--- config.mk ---
export PLATFORM = sky130hd
export DESIGN_NAME = apb_completer_regs
export DESIGN_NICKNAME = d
export VERILOG_FILES = /design/src/rtl/apb_pkg.sv /design/src/rtl/apb_regfile_core.sv /design/src/rtl/apb_completer_regs.sv
export SDC_FILE = /design/constraint.sdc
export NUM_CORES = 1
export LEC_CHECK = 0
export BUFFER_PORTS_ARGS = -buffer_cell sky130_fd_sc_hd__clkbuf_2
export CAP_MARGIN = 5
export CORE_ASPECT_RATIO = 0.7
export CORE_UTILIZATION = 41
export CTS_CLUSTER_DIAMETER = 50
export CTS_CLUSTER_SIZE = 14
export DETAILED_ROUTE_END_ITERATION = 10
export SETUP_SLACK_MARGIN = 0.02
export SYNTH_ARGS = -nofsm -noshare
export SYNTH_HDL_FRONTEND = slang
export SYNTH_SLANG_ARGS = --single-unit
--- constraint.sdc ---
create_clock -name clk -period 2.47 [get_ports clk]
set_input_delay 0.494 -clock clk [delete_from_list [all_inputs] [get_ports clk]]
set_output_delay 0.494 -clock clk [all_outputs]
set_load 0.01 [all_outputs]
--- src/rtl/apb_pkg.sv ---
// Shared APB definitions: completer FSM states, register offsets and
// the peripheral window bases used by both master and completers.
package apb_pkg;

    typedef enum logic [1:0] {
        ST_IDLE,
        ST_WAIT,
        ST_RESP
    } apb_cmp_state_t;

    localparam logic [11:0] OFF_ID       = 12'h000;
    localparam logic [11:0] OFF_STATUS   = 12'h004;
    localparam logic [11:0] FIRST_RW_OFF = 12'h008;

    localparam logic [31:0] ID_DEFAULT = 32'hA2B0_0001;

    localparam logic [31:0] SLV1_BASE = 32'h0001_F000;
    localparam logic [31:0] SLV2_BASE = 32'h0002_0000;

endpackage

--- src/rtl/apb_regfile_core.sv ---
// Register array for the APB completer: one synchronous write port
// and one combinational read port.
module apb_regfile_core #(
    parameter int NUM_REGS   = 16,
    parameter int DATA_WIDTH = 32,
    parameter int IW         = 4
) (
    input  logic                  clk,
    input  logic                  rst_n,
    input  logic                  we_i,
    input  logic [IW-1:0]         widx_i,
    input  logic [DATA_WIDTH-1:0] wdata_i,
    input  logic [IW-1:0]         ridx_i,
    output logic [DATA_WIDTH-1:0] rdata_o
);

    logic [DATA_WIDTH-1:0] regs_q [NUM_REGS];
    logic [DATA_WIDTH-1:0] regs_d [NUM_REGS];

    always_comb begin
        regs_d = regs_q;
        if (we_i) begin
            regs_d[widx_i] = wdata_i;
        end
    end

    always_ff @(posedge clk or negedge rst_n) begin
        if (!rst_n) begin
            for (int i = 0; i < NUM_REGS; i++) begin
                regs_q[i] <= '0;
            end
        end else begin
            regs_q <= regs_d;
        end
    end

    assign rdata_o = regs_q[ridx_i];

endmodule

--- src/rtl/apb_completer_regs.sv ---
// APB3 completer with ID, live STATUS and scratch registers,
// programmable wait states and PSLVERR on bad accesses.
module apb_completer_regs
    import apb_pkg::*;
#(
    parameter int                    ADDR_WIDTH  = 32,
    parameter int                    DATA_WIDTH  = 32,
    parameter logic [ADDR_WIDTH-1:0] BASE_ADDR   = SLV1_BASE,
    parameter int                    NUM_REGS    = 16,
    parameter int                    WAIT_STATES = 0,
    parameter logic [DATA_WIDTH-1:0] ID_VALUE    = ID_DEFAULT
) (
    input  logic                  clk,
    input  logic                  rst_n,
    input  logic                  psel_i,
    input  logic                  penable_i,
    input  logic                  pwrite_i,
    input  logic [ADDR_WIDTH-1:0] paddr_i,
    input  logic [DATA_WIDTH-1:0] pwdata_i,
    output logic [DATA_WIDTH-1:0] prdata_o,
    output logic                  pready_o,
    output logic                  pslverr_o,
    input  logic [DATA_WIDTH-1:0] status_i
);

    localparam int IW = (NUM_REGS > 2) ? $clog2(NUM_REGS) : 1;
    localparam int CW = (WAIT_STATES > 0) ? $clog2(WAIT_STATES + 1) : 1;
    localparam logic [ADDR_WIDTH-1:0] REG_SPAN = ADDR_WIDTH'(4 * NUM_REGS);
    localparam logic [IW-1:0] IDX_ID     = IW'(OFF_ID[11:2]);
    localparam logic [IW-1:0] IDX_STATUS = IW'(OFF_STATUS[11:2]);

    apb_cmp_state_t        state_q, state_d;
    logic [CW-1:0]         cnt_q, cnt_d;
    logic [IW-1:0]         idx_q, idx_d;
    logic                  write_q, write_d;
    logic                  err_q, err_d;
    logic [DATA_WIDTH-1:0] wdata_q, wdata_d;
    logic [DATA_WIDTH-1:0] prdata_q, prdata_d;
    logic                  pready_q, pready_d;
    logic                  pslverr_q, pslverr_d;

    logic [ADDR_WIDTH-1:0] off;
    logic                  in_win;
    logic                  dec_err;
    logic                  go_resp;
    logic                  rf_we;
    logic [DATA_WIDTH-1:0] rf_rdata;
    logic [DATA_WIDTH-1:0] rd_word;

    // Window check via the offset's upper bits: wraps below BASE_ADDR too.
    assign off    = paddr_i - BASE_ADDR;
    assign in_win = (off[ADDR_WIDTH-1:12] == '0);

    always_comb begin
        dec_err = !in_win
               || (off >= REG_SPAN)
               || (paddr_i[1:0] != 2'b00)
               || (pwrite_i && (off[11:0] < FIRST_RW_OFF));
    end

    always_comb begin
        state_d = state_q;
        cnt_d   = cnt_q;
        idx_d   = idx_q;
        write_d = write_q;
        err_d   = err_q;
        wdata_d = wdata_q;
        go_resp = 1'b0;
        unique case (state_q)
            ST_IDLE: begin
                if (psel_i && !penable_i) begin
                    idx_d   = off[IW+1:2];
                    write_d = pwrite_i;
                    wdata_d = pwdata_i;
                    err_d   = dec_err;
                    cnt_d   = CW'(WAIT_STATES);
                    if (WAIT_STATES == 0) begin
                        state_d = ST_RESP;
                        go_resp = 1'b1;
                    end else begin
                        state_d = ST_WAIT;
                    end
                end
            end
            ST_WAIT: begin
                if (!psel_i) begin
                    state_d = ST_IDLE;
                end else if (penable_i) begin
                    if (cnt_q <= CW'(1)) begin
                        state_d = ST_RESP;
                        go_resp = 1'b1;
                    end else begin
                        cnt_d = cnt_q - CW'(1);
                    end
                end
            end
            ST_RESP: begin
                state_d = ST_IDLE;
            end
            default: begin
                state_d = ST_IDLE;
            end
        endcase
    end

    always_comb begin
        rd_word = rf_rdata;
        if (idx_d == IDX_ID) begin
            rd_word = ID_VALUE;
        end else if (idx_d == IDX_STATUS) begin
            rd_word = status_i;
        end
    end

    // Response is captured on the edge that enters RESP.
    always_comb begin
        pready_d  = go_resp;
        pslverr_d = go_resp && err_d;
        prdata_d  = '0;
        if (go_resp && !err_d && !write_d) begin
            prdata_d = rd_word;
        end
    end

    assign rf_we = (state_q == ST_RESP) && psel_i && penable_i
                && write_q && !err_q;

    always_ff @(posedge clk or negedge rst_n) begin
        if (!rst_n) begin
            state_q   <= ST_IDLE;
            cnt_q     <= '0;
            idx_q     <= '0;
            write_q   <= 1'b0;
            err_q     <= 1'b0;
            wdata_q   <= '0;
            prdata_q  <= '0;
            pready_q  <= 1'b0;
            pslverr_q <= 1'b0;
        end else begin
            state_q   <= state_d;
            cnt_q     <= cnt_d;
            idx_q     <= idx_d;
            write_q   <= write_d;
            err_q     <= err_d;
            wdata_q   <= wdata_d;
            prdata_q  <= prdata_d;
            pready_q  <= pready_d;
            pslverr_q <= pslverr_d;
        end
    end

    apb_regfile_core #(
        .NUM_REGS  (NUM_REGS),
        .DATA_WIDTH(DATA_WIDTH),
        .IW        (IW)
    ) u_core (
        .clk    (clk),
        .rst_n  (rst_n),
        .we_i   (rf_we),
        .widx_i (idx_q),
        .wdata_i(wdata_q),
        .ridx_i (idx_d),
        .rdata_o(rf_rdata)
    );

    assign prdata_o  = prdata_q;
    assign pready_o  = pready_q;
    assign pslverr_o = pslverr_q;

endmodule

## After elaboration in Yosys (flattened, before gate mapping)

Cells that the tools add are included.

- Input port bits: 101
- Register bits: 587
- Output and inout port bits: 34
- Logic and storage cells: 100

- $lt $le $gt $ge: 6
- Bitwise gates (word level): 2
- Equal/unequal tests: 9
- Add/sub/neg operators: 2
- Reductions and logical operators: 26
- Multiplexer cells: 30

Operator list:

| cell | number |
|---|---|
| 512-bit bitwise mux | 1 |
| 32-bit 2-to-1 mux | 6 |
| 32-bit binary-select mux with 4-bit select | 1 |
| 32-bit demux with 4-bit select | 1 |
| 32-bit by 7-bit greater-or-equal comparator with 1-bit output (second input constant) | 1 |
| 32-bit by 17-bit subtractor with 32-bit output (second input constant) | 1 |
| 20-bit logical NOT | 1 |
| 12-bit by 4-bit < comparator with 1-bit output (second input constant) | 1 |
| 1-bit 2-to-1 mux | 12 |
| 5-bit greater-or-equal comparator (second input constant) | 2 |
| 1-bit logical AND | 10 |
| 4-bit inverter with 5-bit output | 2 |
| 2-bit 2-to-1 mux | 4 |
| 4-bit 2-to-1 mux | 2 |
| 2-bit != test (second input constant) | 4 |
| 3-bit != test (second input constant) | 2 |
| 1-bit logical NOT | 5 |
| 5-bit by 1-bit < comparator with 1-bit output (second input constant) | 1 |
| 5-bit AND reduction | 1 |
| 4-bit by 1-bit equality test with 1-bit output (second input constant) | 1 |
| 4-bit logical NOT | 1 |
| 1-bit one-hot mux with 2 select lines | 2 |
| 2-bit one-hot mux with 2 select lines | 1 |
| 2-bit nonzero test | 2 |
| 8 further kinds | 10 |

## Depth between registers and ports, before layout

Gate-level depths: netlist of run 1.

- Word-level depth: 12
- Gate-level depth with buffers: 11
- Gate-level depth less buffers: 8

## Hierarchy

Synthesis of run 1 repeated with hierarchy kept, for this count alone.

- Cell total of the unflattened synthesis: 1625
- Area, all modules: 25669.6 um2

Modules (own cells, without submodules):

| module | sequential area each (um2) | area an instance (um2) | times used | cells an instance |
|---|---|---|---|---|
| apb_regfile_core | 12812.3 | 22774.3 | 1 | 1404 |
| apb_completer_regs | 1826.8 | 2895.3 | 1 | 221 |

## Worst setup path before layout of run 1

No wires, ideal clock.

- Kind: input port to flip-flop
- Start point: input penable_i
- End point: register prdata_q[30], in the netlist prdata_o[30]
- Data arrival time: 2.562 ns
- Setup time: 0.086 ns
- Stages on the path: 9
- Buffers on the path: 1
- Setup slack: -0.178 ns
- Required time: 2.384 ns
- Cell sequence: or3b_1 -> inv_2 -> mux2i_2 -> clkinv_2 -> buf_8 -> mux2i_1 -> mux2_2 -> a311o_1 -> nor3_1

- Cells in the longest elaborated chain, start to end: 11
- Elaborated cells on any way between the ends: 25
- Those cells by class: eq/ne: 1; mux: 16; bitwise: 1; reduce/logical: 7

Ends and longest elaborated chain:

| what | line | source |
|---|---|---|
| start, declared | apb_completer_regs.sv:16 | `input logic penable_i,` |
| 1-bit logical NOT | apb_completer_regs.sv:71 | `if (psel_i && !penable_i) begin` |
| 1-bit logical AND | apb_completer_regs.sv:71 |  |
| 4-bit 2-to-1 mux | apb_completer_regs.sv:71 |  |
| 4-bit 2-to-1 mux | apb_completer_regs.sv:69 | `unique case (state_q)` |
| 4-bit inverter with 5-bit output (not written as such) | apb_regfile_core.sv:37 | `assign rdata_o = regs_q[ridx_i];` |
| 32-bit binary-select mux with 4-bit select | apb_regfile_core.sv:37 |  |
| 32-bit 2-to-1 mux (not written as such) (2 in series) | apb_regfile_core.sv:37 |  |
| 32-bit 2-to-1 mux | apb_completer_regs.sv:110 | `end else if (idx_d == IDX_STATUS) begin` |
| 32-bit 2-to-1 mux | apb_completer_regs.sv:108 | `if (idx_d == IDX_ID) begin` |
| 32-bit 2-to-1 mux (*) | apb_completer_regs.sv:120 | `if (go_resp && !err_d && !write_d) begin` |
| net prdata_d[30] | apb_completer_regs.sv:38 | `logic [DATA_WIDTH-1:0] prdata_q, prdata_d;` |
| end signal, assigned | apb_completer_regs.sv:146 | `prdata_q <= prdata_d;` |
| end, declared | apb_completer_regs.sv:38 |  |

Mark *: on every way through the listed nets, which the timed path passes. The rest lies on a longest branch. The select of a mux whose other input is x is not followed.
A chain may end at the register's enable or synchronous reset.

## Worst setup path after layout of run 1

- Start point: register state_q[1]
- End point: register prdata_q[27], in the netlist prdata_o[27]

- Cells in the longest elaborated chain, start to end: 9
- Elaborated cells on any way between the ends: 19
- Those cells by class: eq/ne: 2; mux: 10; bitwise: 1; reduce/logical: 6

Ends and longest elaborated chain:

| what | line | source |
|---|---|---|
| start, declared | apb_completer_regs.sv:32 | `apb_cmp_state_t state_q, state_d;` |
| start signal, assigned | apb_completer_regs.sv:140 | `state_q <= state_d;` |
| 2-bit logical NOT | apb_completer_regs.sv:69 |  |
| 4-bit 2-to-1 mux | apb_completer_regs.sv:69 |  |
| 4-bit inverter with 5-bit output (not written as such) | apb_regfile_core.sv:37 |  |
| 32-bit binary-select mux with 4-bit select | apb_regfile_core.sv:37 |  |
| 32-bit 2-to-1 mux (not written as such) (2 in series) | apb_regfile_core.sv:37 |  |
| 32-bit 2-to-1 mux | apb_completer_regs.sv:110 |  |
| 32-bit 2-to-1 mux | apb_completer_regs.sv:108 |  |
| 32-bit 2-to-1 mux (*) | apb_completer_regs.sv:120 |  |
| net prdata_d[27] | apb_completer_regs.sv:38 |  |

Marks and branches as above.

==> results by stage, run 1 <==
Cells and area:
- The cell area after layout is around 0.029 sq mm.
- From synthesis to final layout, the design area changed by 20.67%.
- Of the cells placed in the final design, the portion with a size suffix greater than 1 is about two fifths.
- The antenna diode count is 0.
- The final design utilization is between 50% and 60%.
- The number of nets in the final layout is between 2000 and 2500.

Clock tree:
- The root buffer cell chosen for the clock tree is sky130_fd_sc_hd__clkbuf_16.
- Clock latency on the worst-skew pair, taken at its later pin, is about 0.59 ns.
- The number of sinks on the clock net is between 500 and 600.
- The depth of the CTS H-tree is 2.
- TritonCTS built the clock tree.
- Buffers inserted during clock tree synthesis total 48.
- After clock tree synthesis, the clock-pin slew on the worst setup and hold paths is around 0.07 ns.
- The longest clock path from root to sink contains 3 buffers.

Setup path:
- The cell with the most instances on the worst path is sky130_fd_sc_hd__mux2i_1.
- On the critical path, the stage with the largest delay is an instance of sky130_fd_sc_hd__or3b_4.
- For this run, the slowest stage of the critical path takes roughly 0.44 ns.
- The signal arrival time at the worst endpoint is 3.05 ns.
- The critical path is of the reg -> reg type.
- The family of cells with the greatest summed delay on the critical path is buffers and inverters.
- The endpoint identified for the worst register-to-register timing path is prdata_o[27]$_DFF_PN0_.
- The critical path contains buffers and inverters numbering 4 combined.
- The signal on the critical path passes through or3b_4, inv_8, mux2i_4, bufinv_16, buf_16, buf_6, mux2i_1, mux2i_1, o21ai_1, a211oi_1.
- The startpoint identified for the worst register-to-register timing path is state_q[1]$_DFFE_PN0P_.
- Along the worst path, the maximum fanout reaches 7.
- Setup slack on the worst reg-to-reg path comes out at -0.1 ns.
- STA classifies the critical path startpoint as a flop.
- The length in cells of the worst reg-to-reg path is 10.
- At the worst endpoint, the required time is 2.96 ns.
- The endpoint class of the critical path is a flop.

STA:
- The pin slew with the least headroom to its limit is 0.8013 ns.
- The clock arrives with ~0.015 ns of skew.
- The final hold violation count is 0.
- Setup repair after global routing could not meet its margin everywhere.
- The final max-slew violation count is 0.
- The worst pin sits at a relative slew slack of 46.12%.
- The maximum clock frequency is between 300 and 400 MHz.
- Setup violations remaining at the end of the flow were counted as 13.
- The final period demand of the worst path is about 2.6 ns.
- In the post-route analysis, the smallest setup slack over all paths is -0.09632 ns.
- The post-route fraction of the period consumed by the critical path is 103.9%.
- The sum of negative setup slack is -0.3751 ns.

GRT:
- The via count of the first global-routing pass is between 15000 and 20000.
- The global-route wire length before repair is between 100 and 150 mm.
- In the global route stage, overall resource usage came out at about a quarter.
- The pin count of the biggest net entering global routing is slightly above 100.
- The overall overflow remaining after global route is 0.
- The initial antenna violation count came to 0.

Die:
- In this run the horizontal extent of the chip is a little under 300 um.
- The floorplan step defined a core boundary enclosing 0.05709 sq mm.
- The area of the die is slightly below 0.06 sq mm.
- The floorplan has 73 rows.
- The die extent in y is 203.6 um.
- The starting utilization of the core area is between 40% and 50%.
- The I/O pin count is 135.

Routing:
- The final route contains between 15000 and 20000 vias.
- Dividing the detail-routed wire length by the instance count gives ~24 um.
- The detailed router's first-iteration violation count is ~1200.
- The aggregate routed wire length is ~70 mm.
- The via-per-instance ratio is 5.634.
- For this run, design rule violations remaining after detail routing come to 0.
- The post-detailed-route count of antenna-violating nets is 0.
- The number of iterations in the first detailed-routing pass is 5.

Synth:
- The area fraction in compound gates after synthesis is ~4.5%.
- The adder and majority gate portion of the synthesized area is 0%.
- Yosys printed 0 warnings.
- The share of the Yosys chip area taken by registers is 55.20%.
- The cell area that synthesis handed to floorplanning was 0.02380 sq mm.
- By area, the combinational part of the netlist is dominated by multiplexers.
- By area the synthesized netlist is led by sky130_fd_sc_hd__dfrtp_1 55%, sky130_fd_sc_hd__mux2_2 22%, sky130_fd_sc_hd__nand2_1 5.9%.
- Synthesis handed over a netlist of ~2000 instances.
- By count the netlist is led by 525 x sky130_fd_sc_hd__dfrtp_1, 457 x sky130_fd_sc_hd__mux2_2, 376 x sky130_fd_sc_hd__nand2_1, 106 x sky130_fd_sc_hd__mux2i_1, 104 x sky130_fd_sc_hd__clkbuf_1.
- Of the total synthesized cell area, the portion taken by AND, OR, NAND and NOR gates is under 10%.
- Counting flops with an async set or reset pin after synthesis yields a share of 100.0%.
- After synthesis the netlist holds a flip-flop and latch count of around 530.
- Among all cell types in the netlist, the one instantiated most often is sky130_fd_sc_hd__dfrtp_1.
- The largest area contributor in the netlist is sky130_fd_sc_hd__dfrtp_1.
- Multiplexer cells account for between 20% and 30% of the synthesized area.
- Synthesis produced a netlist with a net count of approximately 2100.
- The synthesized area per cell is around 12 sq um.
- The number of enable flip-flop cells after synthesis is 0.
- The synthesized netlist devotes 0.03680% of its cell area to XOR and XNOR gates.
- Of the post-synthesis cell area, the dominant cell type holds 55.20%.
- The number of different library cells in the post-synthesis netlist is 42.
- The commonest register cell after synthesis is sky130_fd_sc_hd__dfrtp_1.

Outcome:
- The checks that failed: negative setup slack.
- The run finished, with violations left.

Worst hold path:
- The worst hold path was traced through 3 stages.
- In this run the most critical hold path is launched from pwdata_i[10].
- The path category of the worst min-delay check is in -> reg.
- The endpoint of the worst hold path is wdata_q[10]$_DFFE_PN0P_.

Power and ir drop:
- Summed over all cells, the static leakage comes to approximately 14 nW.
- Across the VDD grid, the largest voltage drop is 0.3891 mV.
- The total power consumption of the routed design is 20.05 mW.
- The power density relative to cell area is around 700 mW/mm^2.

Place:
- The wire-length estimate of the detail-placed layout is ~44 mm.
- The placed instances occupy a cell area of approximately 0.027 sq mm.
- Buffers placed on the I/O ports in this run total 134.
- The global placement routability congestion is around 0.8.

Job:
- Across the run, the number of max-cap violations was 0.
[worst max-delay path by stage]
stage | cells after the start | start | slack (ns) | end
3_5_place_dp | 11 | penable_i | -0.33 | prdata_o[27]$_DFF_PN0_
3_3_place_gp | 9 | penable_i | -0.32 | prdata_o[30]$_DFF_PN0_
6_report | 10 | state_q[1]$_DFFE_PN0P_ | -0.1 | prdata_o[27]$_DFF_PN0_
4_1_cts | 9 | state_q[1]$_DFFE_PN0P_ | -0.03 | prdata_o[19]$_DFF_PN0_
5_1_grt | 10 | state_q[1]$_DFFE_PN0P_ | -0.14 | prdata_o[21]$_DFF_PN0_
2_1_floorplan | 9 | penable_i | 0.02 | prdata_o[30]$_DFF_PN0_
[timing repair]
| action | in CTS | in global routing |
|---|---|---|
| buffers inserted | 9 | 8 |
| setup endpoints to repair | 28 | 32 |
| endpoints found under the hold margin | 23 | 0 |
| resized for setup | 41 | 62 |
| pin swaps | 10 | 44 |
| hold buffers | 1 | 0 |
| gates cloned | 6 | 4 |
[power by group]
part / leakage, nW / switching (mW) / internal (mW) / total (mW)
sequential: 7.26 / 0.467 / 8.86 / 9.33
combinational: 6.07 / 1.97 / 1.56 / 3.53
clock: 0.702 / 3.32 / 3.88 / 7.19
total: 14.0 / 5.75 / 14.3 / 20.0
[metrics by stage]
stage,setup slack (ns),hold slack (ns),cells
2_1_floorplan,0.02166,0.1984,1983
3_3_place_gp,-0.3207,0.3833,2864
3_5_place_dp,-0.3348,0.3871,2864
4_1_cts,-0.02602,0.06938,2947
5_1_grt,-0.1438,0.09896,2959
6_report,-0.09632,0.09481,2959
[flip-flops by register name, indices dropped and copies added (netlist names)]
register,cells
err_q,1
write_q,1
state_q,1
prdata_o,32
pready_o,1
idx_q,4
u_core.regs_q,452
wdata_q,32
pslverr_o,1
[worst register-to-register path, cell delays in order (launching register included)]
cell and delay (ns):
sky130_fd_sc_hd__dfrtp_1 0.38, sky130_fd_sc_hd__or3b_4 0.44, sky130_fd_sc_hd__inv_8 0.11, sky130_fd_sc_hd__mux2i_4 0.35, sky130_fd_sc_hd__bufinv_16 0.27, sky130_fd_sc_hd__buf_16 0.17
sky130_fd_sc_hd__buf_6 0.13, sky130_fd_sc_hd__mux2i_1 0.11, sky130_fd_sc_hd__mux2i_1 0.17, sky130_fd_sc_hd__o21ai_1 0.10, sky130_fd_sc_hd__a211oi_1 0.25
[layout by cell type (no fill, tap or decap), types with 5 or more instances in the layout]
cell type,n
sky130_fd_sc_hd__dfrtp_1,525
sky130_fd_sc_hd__mux2_2,457
sky130_fd_sc_hd__nand2_1,368
sky130_fd_sc_hd__clkbuf_2,133
sky130_fd_sc_hd__buf_4,112
sky130_fd_sc_hd__mux2i_1,100
sky130_fd_sc_hd__nand3_1,92
sky130_fd_sc_hd__clkbuf_16,53
sky130_fd_sc_hd__a21oi_1,47
sky130_fd_sc_hd__buf_12,40
sky130_fd_sc_hd__o211ai_1,23
sky130_fd_sc_hd__buf_6,16
sky130_fd_sc_hd__nor2_1,15
sky130_fd_sc_hd__mux4_2,15
sky130_fd_sc_hd__a31oi_1,14
sky130_fd_sc_hd__a32oi_1,14
sky130_fd_sc_hd__o21ai_0,13
sky130_fd_sc_hd__o21ai_1,13
sky130_fd_sc_hd__nor4_1,11
sky130_fd_sc_hd__nand4_1,11
sky130_fd_sc_hd__nand2_2,8
sky130_fd_sc_hd__a211oi_2,8
sky130_fd_sc_hd__nor2_4,7
sky130_fd_sc_hd__clkbuf_8,6
sky130_fd_sc_hd__buf_8,6
sky130_fd_sc_hd__mux2i_4,5
sky130_fd_sc_hd__a221oi_1,5
sky130_fd_sc_hd__a221oi_2,5
sky130_fd_sc_hd__nor4_2,5
sky130_fd_sc_hd__buf_16,5
[area by class of cell]
cell class	count	area (sq um)
Tap cell	750	938.4
Multi-Input combinational cell	1287	10230
Clock inverter	9	108.9
Timing Repair Buffer	319	2890
Clock buffer	58	1320
Inverter	8	68.82
Fill cell	4918	28370
Timing Repair inverter	3	28.78
Sequential cell	525	13140
[layer usage]
layer | up-vias | global-route usage [%] | share of wire, %
li1 | 7400 | - | -
met1 | 8745 | 35.31 | 48
met2 | 430 | 37.28 | 45
met3 | 97 | 3.673 | 5.0
met4 | 0 | 5.699 | 2.2
met5 | - | 0 | 0
[logic make-up (layout without fill, tap and decap cells)]
logic type                Yosys count  count (layout)
muxes                             580             580
DFF                               525             525
buffers and inverters             171             397
and+or+nand+nor                   540             540
AOI/OAI and AO/OA                 166             166
xor gates and xnor gates            1               1
No activity file was read; power rests on OpenSTA's default activity.
==> run 2: changes to the inputs <==
- CORE_MARGIN: default -> 10
- clock period: 2.47 -> 2.4 ns (I/O delays scaled with it)
==> run 2 against run 1 <==
Effect of this change: flip-flop and latch count unchanged; the run still ends with negative setup slack left; clock power decreased by 3.5%; design area increased by 0.81%; worst setup slack got worse by 0.014 ns; largest power group unchanged.
==> results by stage, run 2 (same netlist as run 1, synthesis figures left out) <==
Clock tree:
- The root buffer selected by CTS is sky130_fd_sc_hd__clkbuf_16 (unchanged).
- The number of sinks on the clock net is 525 (unchanged).
- The largest buffer count on any clock path came to 3 (unchanged).
- The number of buffers created by CTS is 46 (was 48).
- The depth of the CTS H-tree came to 2 (unchanged).
- The CTS tree is yes (unchanged).
- The post-CTS clock slew at the launch and capture registers of the worst setup and hold paths is 0.07 ns (about the same).
- The later-pin clock latency in the skew report is 0.58 ns (was 0.59 ns).

Die:
- The die extent in y is 221.6 um (was 203.6 um).
- The site row count is 73 (unchanged).
- The area of the die is 0.06824 sq mm (was 0.05903 sq mm).
- The I/O pin count is 135 (unchanged).
- The die extent in x is 308.0 um (was 290.0 um).
- The starting utilization of the core area is 41.69% (unchanged).
- The core region area is 0.05709 sq mm (unchanged).

Setup path:
- The endpoint of the most critical register-to-register path is prdata_o[30]$_DFF_PN0_ (was prdata_o[27]$_DFF_PN0_).
- The reg2reg setup slack is -0.11 ns (was -0.1 ns).
- The startpoint-to-endpoint class of the critical path is reg -> reg (unchanged).
- The length in cells of the worst reg-to-reg path is 10 (unchanged).
- The required time of the critical path was 2.90 ns (was 2.96 ns).
- The beginning of the worst register-to-register path was state_q[1]$_DFFE_PN0P_ (unchanged).
- The endpoint class of the critical path is a flop (unchanged).
- The startpoint kind of the worst setup timing path is a flop (unchanged).
- The signal arrival time at the worst endpoint was 3.01 ns (was 3.05 ns).
- The largest fanout on the critical path is 7 (unchanged).

STA:
- The pin slew with the least headroom to its limit is 0.7803 ns (was 0.8013 ns).
- Unrepaired setup endpoints after global routing: true (unchanged).
- The setup skew after layout is 0.02359 ns (was 0.01540 ns).
- The setup slack after layout was -0.1107 ns (was -0.09632 ns).
- The number of setup violations in the final report is 18 (was 13).
- The final max-slew violation count is 0 (unchanged).
- The post-route fraction of the period consumed by the critical path is 104.6% (was 103.9%).
- The final hold violation count is 0 (unchanged).
- The final period demand of the worst path is 2.511 ns (was 2.566 ns).
- The maximum clock frequency came to 398.3 MHz (was 389.7 MHz).
- The sum of negative setup slack is -0.6698 ns (was -0.3751 ns).
- The relative max-transition margin came to 47.53% (was 46.12%).

GRT:
- The via count of the first global-routing pass came to 17242 (was 17263).
- The overall overflow remaining after global route was 0 (unchanged).
- The initial antenna violation count was 0 (unchanged).
- The pin count of the biggest net entering global routing was 101 (was 103).
- The global-route wire length before repair came to 107.8 mm (was 108.1 mm).
- The total track usage came to 20.33% (was 24.00%).

Cells and area:
- The count of fill cells added during filler insertion is 4957 (was 4918).
- The antenna diode count is 0 (unchanged).
- The ratio of cells with drive above 1 in the final layout came to 43.27% (was 41.69%).
- The number of nets in the final layout is 2302 (was 2293).
- The register name with the most flops is u_core.regs_q (unchanged).
- The most common library cell in the layout ignoring fill and taps is sky130_fd_sc_hd__dfrtp_1 (unchanged).
- The number of flip-flops under the largest register name is 452 (unchanged).
- The final cell count without fillers is 2964 (was 2959).
- Commonest non-fill, non-tap cells in the layout: 525 x sky130_fd_sc_hd__dfrtp_1, 454 x sky130_fd_sc_hd__mux2_2, 357 x sky130_fd_sc_hd__nand2_1, 133 x sky130_fd_sc_hd__clkbuf_2, 109 x sky130_fd_sc_hd__buf_4 (was 525 x sky130_fd_sc_hd__dfrtp_1, 457 x sky130_fd_sc_hd__mux2_2, 368 x sky130_fd_sc_hd__nand2_1, 133 x sky130_fd_sc_hd__clkbuf_2, 112 x sky130_fd_sc_hd__buf_4).
- The area growth from synthesis to layout is 21.65% (was 20.67%).

Power and ir drop:
- The switching share of power was 29.00% (was 28.70%).
- The cell-internal power is 14.43 mW (was 14.29 mW).
- The fraction of power consumed by the clock network is 34.1% (was 35.9%).
- The part of the total power dissipated in sequential elements was 47.2% (was 46.5%).
- The worst vdd rail ir drop is 0.5226 mV (was 0.3891 mV).
- The switching power total was 5.896 mW (was 5.754 mW).
- The power share of the combinational group is 18.6% (was 17.6%).
- The power density relative to cell area came to 702.1 mW/mm^2 (was 698.1 mW/mm^2).
- The static leakage is 14.12 nW (was 14.03 nW).

Job:
- The number of maximum-capacitance violations is 0 (unchanged).

Place:
- The number of input and output port buffers inserted is 134 (unchanged).
- The number of placed cells counting well taps is 2856 (was 2864).
- The global placement routability congestion is 0.8355 (was 0.8022).
- The worst-case setup slack after placement is -0.4437 ns (was -0.3348 ns).
- The HPWL after detailed placement came to 44.89 mm (was 43.64 mm).

Routing:
- The routed wirelength normalized by instance count is 24.37 um (was 23.62 um).
- The post-route DRC violation count is 0 (unchanged).
- The aggregate routed wire length is 72.24 mm (was 69.90 mm).
- The via total after detailed routing came to 16938 (was 16672).
- The number of iterations in the first detailed-routing pass is 6 (was 5).
- The post-detailed-route count of antenna-violating nets is 0 (unchanged).
- The detailed router's first-iteration violation count is 1521 (was 1153).
- The via-per-instance ratio is 5.715 (was 5.634).

Worst hold path:
- The worst hold path depth came to 3 (unchanged).
- The path category of the worst min-delay check is in -> reg (unchanged).
- The endpoint of the worst hold path is wdata_q[23]$_DFFE_PN0P_ (was wdata_q[10]$_DFFE_PN0P_).
- The hold path startpoint is pwdata_i[23] (was pwdata_i[10]).

Outcome:
- Violated checks: negative setup slack (unchanged).
- Outcome: finished with violations (unchanged).
run 2: cell types whose count changed in the layout (fill, tap and decap cells not counted), sizes merged:
cell | previous run | this run
buf | 179 | 191
inv | 13 | 9
bufbuf | 2 | 0
clkbuf | 195 | 193
clkinv | 4 | 6
bufinv | 2 | 1
run 2: final cells by class:
class	count	area (sq um)	area share, %
clock inverter	9	98.84	0.3414
timing repair buffer	333	3133	10.82
clock buffer	52	1194	4.123
multi-input combinational	1287	10400	35.92
sequential	525	13140	45.38
inverter	8	52.55	0.1815
tap	750	938.4	3.241
run 2: power groups by stage:
stage | clock (mW) | combinational, mW | sequential (mW)
2_1_floorplan | 0 | 1.76 | 9.46
3_3_place_gp | 0 | 3.05 | 9.74
3_5_place_dp | 0 | 3.09 | 9.76
4_1_cts | 7.10 | 3.36 | 9.59
5_1_grt | 7.42 | 4.03 | 9.66
6_report | 6.94 | 3.78 | 9.60
run 2: critical path: stages, from the launching register on:
cell and delay [ns]:
sky130_fd_sc_hd__dfrtp_1 0.38, sky130_fd_sc_hd__or3b_4 0.42, sky130_fd_sc_hd__inv_8 0.09, sky130_fd_sc_hd__mux2i_4 0.31, sky130_fd_sc_hd__inv_8 0.10, sky130_fd_sc_hd__buf_12 0.17, sky130_fd_sc_hd__buf_6 0.12, sky130_fd_sc_hd__mux2i_1 0.11
sky130_fd_sc_hd__mux2_4 0.27, sky130_fd_sc_hd__a311o_1 0.29, sky130_fd_sc_hd__nor3_2 0.16
run 2: repair_timing:
item,CTS,global route
cloned,1,10
endpoints found under the setup margin,32,32
endpoints found under the hold margin,13,0
gates resized for setup,60,88
pin swaps,23,45
setup buffers,20,18
hold buffers,1,0
run 2: worst max-delay path by stage:
| stage | startpoint | slack, ns | to | cells after the start |
|---|---|---|---|---|
| CTS | state_q[1]$_DFFE_PN0P_ | -0.09 | prdata_o[23]$_DFF_PN0_ | 10 |
| global placement | psel_i | -0.40 | prdata_o[26]$_DFF_PN0_ | 10 |
| floorplan | penable_i | -0.02 | prdata_o[30]$_DFF_PN0_ | 9 |
| global route | state_q[1]$_DFFE_PN0P_ | -0.19 | prdata_o[30]$_DFF_PN0_ | 10 |
| detailed placement | psel_i | -0.44 | prdata_o[23]$_DFF_PN0_ | 10 |
| finish | state_q[1]$_DFFE_PN0P_ | -0.11 | prdata_o[30]$_DFF_PN0_ | 10 |
run 2: metrics by stage:
step	instance area (sq um)	power, mW	hold WS (ns)	utilization [%]
6_report	28950	20.33	0.09543	50.72
5_1_grt	28950	21.11	0.08926	50.72
4_1_cts	28230	20.05	0.06541	49.45
3_5_place_dp	26520	12.84	0.3552	46.46
3_3_place_gp	26520	12.78	0.3584	46.46
2_1_floorplan	23900	11.22	0.1844	-
run 2: metal layers:
| layer | track usage, % | part of all wire (%) |
|---|---|---|
| met1 | 28.89 | 46 |
| met2 | 31.76 | 46 |
| met3 | 3.711 | 5.8 |
| met4 | 4.846 | 2.3 |
| met5 | 0 | 0 |
==> run 3: changes to the inputs <==
- SETUP_SLACK_MARGIN: 0.02 -> 0.15
==> run 3 against run 2 <==
Effect of this change: non-clock buffer count increased by 7; clock skew decreased by 0.0017 ns; maximum frequency increased by 1.7%; combinational power increased by 2%; the flow still finishes with violations (negative setup slack); wire length increased by 0.42%; flip-flop and latch count unchanged; sequential power about the same; global-route usage increased by 0.47 points; cell count increased by 0.47%.
==> results by stage, run 3 (same netlist as run 1, synthesis figures left out) <==
Setup path:
- The endpoint of the most critical register-to-register path is prdata_o[20]$_DFF_PN0_ (was prdata_o[30]$_DFF_PN0_).
- The endpoint class of the critical path is a flop (unchanged).
- The beginning of the worst register-to-register path is state_q[1]$_DFFE_PN0P_ (unchanged).
- The count of buffering cells on the critical path with inverters included is 7 (was 4).
- Worst-path cell chain: or3b_4, inv_8, mux2i_4, buf_12, inv_12, buf_16, buf_12, buf_4, nand2_1, nand3_1, o211ai_1, a221oi_1, buf_4 (was or3b_4, inv_8, mux2i_4, inv_8, buf_12, buf_6, mux2i_1, mux2_4, a311o_1, nor3_2).
- The number of cells on the critical path came to 13 (was 10).
- The peak per-stage delay on the critical path came to 0.45 ns (was 0.42 ns).
- The signal arrival time at the worst endpoint was 2.95 ns (was 3.01 ns).
- The critical path endpoint was prdata_o[20]$_DFF_PN0_ (was prdata_o[30]$_DFF_PN0_).
- The startpoint kind of the worst setup timing path is a flop (unchanged).
- The largest fanout on the critical path is 9 (was 7).
- The family of cells with the greatest summed delay on the critical path is buffers and inverters (was multiplexers).
- The length in cells of the worst reg-to-reg path is 13 (was 10).
- The slowest library cell on the worst path is sky130_fd_sc_hd__or3b_4 (unchanged).
- The required time of the critical path is 2.88 ns (was 2.90 ns).
- The reg2reg setup slack is -0.07 ns (was -0.11 ns).
- The startpoint-to-endpoint class of the critical path is reg -> reg (unchanged).
- The startpoint of the most critical setup path was state_q[1]$_DFFE_PN0P_ (unchanged).

Cells and area:
- The register name with the most flops is u_core.regs_q (unchanged).
- The most common library cell in the layout ignoring fill and taps is sky130_fd_sc_hd__dfrtp_1 (unchanged).
- The area growth from synthesis to layout came to 22.96% (was 21.65%).
- The antenna diode count was 0 (unchanged).
- The cell area after layout is 0.02927 sq mm (was 0.02895 sq mm).
- The final design utilization came to 51.27% (was 50.72%).
- Commonest non-fill, non-tap cells in the layout: 524 x sky130_fd_sc_hd__dfrtp_1, 456 x sky130_fd_sc_hd__mux2_2, 366 x sky130_fd_sc_hd__nand2_1, 133 x sky130_fd_sc_hd__clkbuf_2, 105 x sky130_fd_sc_hd__buf_4 (was 525 x sky130_fd_sc_hd__dfrtp_1, 454 x sky130_fd_sc_hd__mux2_2, 357 x sky130_fd_sc_hd__nand2_1, 133 x sky130_fd_sc_hd__clkbuf_2, 109 x sky130_fd_sc_hd__buf_4).
- The final cell count without fillers is 2978 (was 2964).
- The number of flip-flops under the largest register name is 452 (unchanged).
- The number of nets in the final layout is 2312 (was 2302).
- The ratio of cells with drive above 1 in the final layout is 43.31% (was 43.27%).

Place:
- The worst-case setup slack after placement is -0.4009 ns (was -0.4437 ns).
- The HPWL after detailed placement is 46.25 mm (was 44.89 mm).
- The number of placed cells counting well taps was 2864 (was 2856).
- The number of input and output port buffers inserted is 134 (unchanged).
- The global placement routability congestion was 0.8579 (was 0.8355).
- The cell area reported after detailed placement is 0.02664 sq mm (was 0.02652 sq mm).

Power and ir drop:
- The switching share of power came to 28.68% (was 29.00%).
- The total power consumption of the routed design is 20.81 mW (was 20.33 mW).
- The power density relative to cell area is 711.2 mW/mm^2 (was 702.1 mW/mm^2).
- The worst vdd rail ir drop is 0.5890 mV (was 0.5226 mV).
- The static leakage was 14.21 nW (was 14.12 nW).
- The cell-internal power was 14.84 mW (was 14.43 mW).
- The fraction of power consumed by the clock network is 35.3% (was 34.1%).
- The switching power total is 5.969 mW (was 5.896 mW).
- The part of the total power dissipated in sequential elements is 46.2% (was 47.2%).
- The power share of the combinational group is 18.5% (was 18.6%).

Routing:
- The post-route DRC violation count was 0 (unchanged).
- The routed wirelength normalized by instance count is 24.36 um (was 24.37 um).
- The detailed router's first-iteration violation count is 1163 (was 1521).
- The aggregate routed wire length is 72.54 mm (was 72.24 mm).
- The number of iterations in the first detailed-routing pass is 5 (was 6).
- The via-per-instance ratio is 5.644 (was 5.715).
- The via total after detailed routing is 16807 (was 16938).
- The post-detailed-route count of antenna-violating nets is 0 (unchanged).

GRT:
- The pin count of the biggest net entering global routing is 65 (was 101).
- The overall overflow remaining after global route came to 0 (unchanged).
- The global-route wire length before repair is 110.4 mm (was 107.8 mm).
- The total track usage was 20.80% (was 20.33%).
- The via count of the first global-routing pass was 17694 (was 17242).
- The initial antenna violation count was 1 (was 0).

Clock tree:
- The depth of the CTS H-tree is 2 (unchanged).
- The CTS tree is yes (unchanged).
- The largest buffer count on any clock path was 3 (unchanged).
- The later-pin clock latency in the skew report is 0.58 ns (about the same).
- The post-CTS clock slew at the launch and capture registers of the worst setup and hold paths came to 0.07 ns (about the same).
- The root buffer selected by CTS was sky130_fd_sc_hd__clkbuf_16 (unchanged).
- The number of sinks on the clock net is 525 (unchanged).
- The number of buffers created by CTS is 48 (was 46).

STA:
- The final max-slew violation count is 0 (unchanged).
- The final hold violation count is 0 (unchanged).
- The final period demand of the worst path is 2.470 ns (was 2.511 ns).
- Unrepaired setup endpoints after global routing: true (unchanged).
- The worst hold slack is 0.08711 ns (was 0.09543 ns).
- The sum of negative setup slack is -0.7395 ns (was -0.6698 ns).
- The relative max-transition margin is 51.93% (was 47.53%).
- The pin slew with the least headroom to its limit is 0.7149 ns (was 0.7803 ns).
- The number of setup violations in the final report was 20 (was 18).
- The maximum clock frequency was 404.9 MHz (was 398.3 MHz).
- The post-route fraction of the period consumed by the critical path came to 102.9% (was 104.6%).
- The setup skew after layout is 0.02193 ns (was 0.02359 ns).
- The setup slack after layout is -0.06968 ns (was -0.1107 ns).

Worst hold path:
- The hold path startpoint is pwdata_i[25] (was pwdata_i[23]).
- The path category of the worst min-delay check is in -> reg (unchanged).

Outcome:
- Outcome: finished with violations (unchanged).
- Violated checks: negative setup slack (unchanged).

Die:
- The I/O pin count is 135 (unchanged).
- The die extent in y is 221.6 um (unchanged).
- The die extent in x is 308.0 um (unchanged).
- The starting utilization of the core area is 41.69% (unchanged).
- The site row count came to 73 (unchanged).
- The area of the die is 0.06824 sq mm (unchanged).
- The core region area is 0.05709 sq mm (unchanged).

Job:
- The number of maximum-capacitance violations is 0 (unchanged).
run 3: cell count changes in the layout (fill, tap and decap cells not counted), sizes merged:
| cell | delta |
|---|---|
| clkinvlp | +1 |
| clkbuf | -2 |
| bufbuf | +1 |
| bufinv | +1 |
| buf | +12 |
| inv | +1 |
run 3: worst min-delay path by stage:
stage                              endpoint  cells after the start
finish              wdata_q[25]$_DFFE_PN0P_                      3
floorplan                   err_q$_DFF_PN0_                      0
detailed placement        write_q$_DFF_PN0_                      2
global route        wdata_q[25]$_DFFE_PN0P_                      3
global placement          write_q$_DFF_PN0_                      2
CTS                 wdata_q[25]$_DFFE_PN0P_                      3
run 3: final cells by class:
cell class / count / area, sq um
repair buffers: 340 / 3317
fillers: 4851 / 27820
clock buffers: 56 / 1272
multi-input cells: 1287 / 10380
inverters: 8 / 62.56
flip-flops and latches: 525 / 13140
clock inverters: 11 / 142.6
well taps: 750 / 938.4
repair inverters: 1 / 11.26
run 3: what timing repair did:
item                       in CTS  in global routing
buffers inserted               14                 27
hold endpoints to repair       45                  0
cloned                          3                  2
setup endpoints to repair      32                 80
hold buffers                    1                  0
pin swaps                      30                 38
gates resized for setup        92                 69
run 3: worst register-to-register path, cell delays in order, from the launching register on:
cell	delay (ns)
sky130_fd_sc_hd__dfrtp_1	0.39
sky130_fd_sc_hd__or3b_4	0.45
sky130_fd_sc_hd__inv_8	0.11
sky130_fd_sc_hd__mux2i_4	0.24
sky130_fd_sc_hd__buf_12	0.16
sky130_fd_sc_hd__inv_12	0.07
sky130_fd_sc_hd__buf_16	0.17
sky130_fd_sc_hd__buf_12	0.15
sky130_fd_sc_hd__buf_4	0.15
sky130_fd_sc_hd__nand2_1	0.06
sky130_fd_sc_hd__nand3_1	0.08
sky130_fd_sc_hd__o211ai_1	0.10
sky130_fd_sc_hd__a221oi_1	0.11
sky130_fd_sc_hd__buf_4	0.14
run 3: power groups by stage:
stage          Combinational [mW]  Clock (mW)  Sequential (mW)
6_report                     3.85        7.35             9.61
3_5_place_dp                 3.09           0             9.77
4_1_cts                      3.46        7.52             9.60
2_1_floorplan                1.81           0             9.46
3_3_place_gp                 3.05           0             9.74
5_1_grt                      4.09        7.86             9.67
run 3: metal layers:
metal	global-route usage [%]	part of all wire (%)	wire [um]
met3	3.940	5.9	4249
met5	0	0.015	11
met4	5.344	2.5	1803
met1	29.05	46	33370
met2	32.79	46	33110
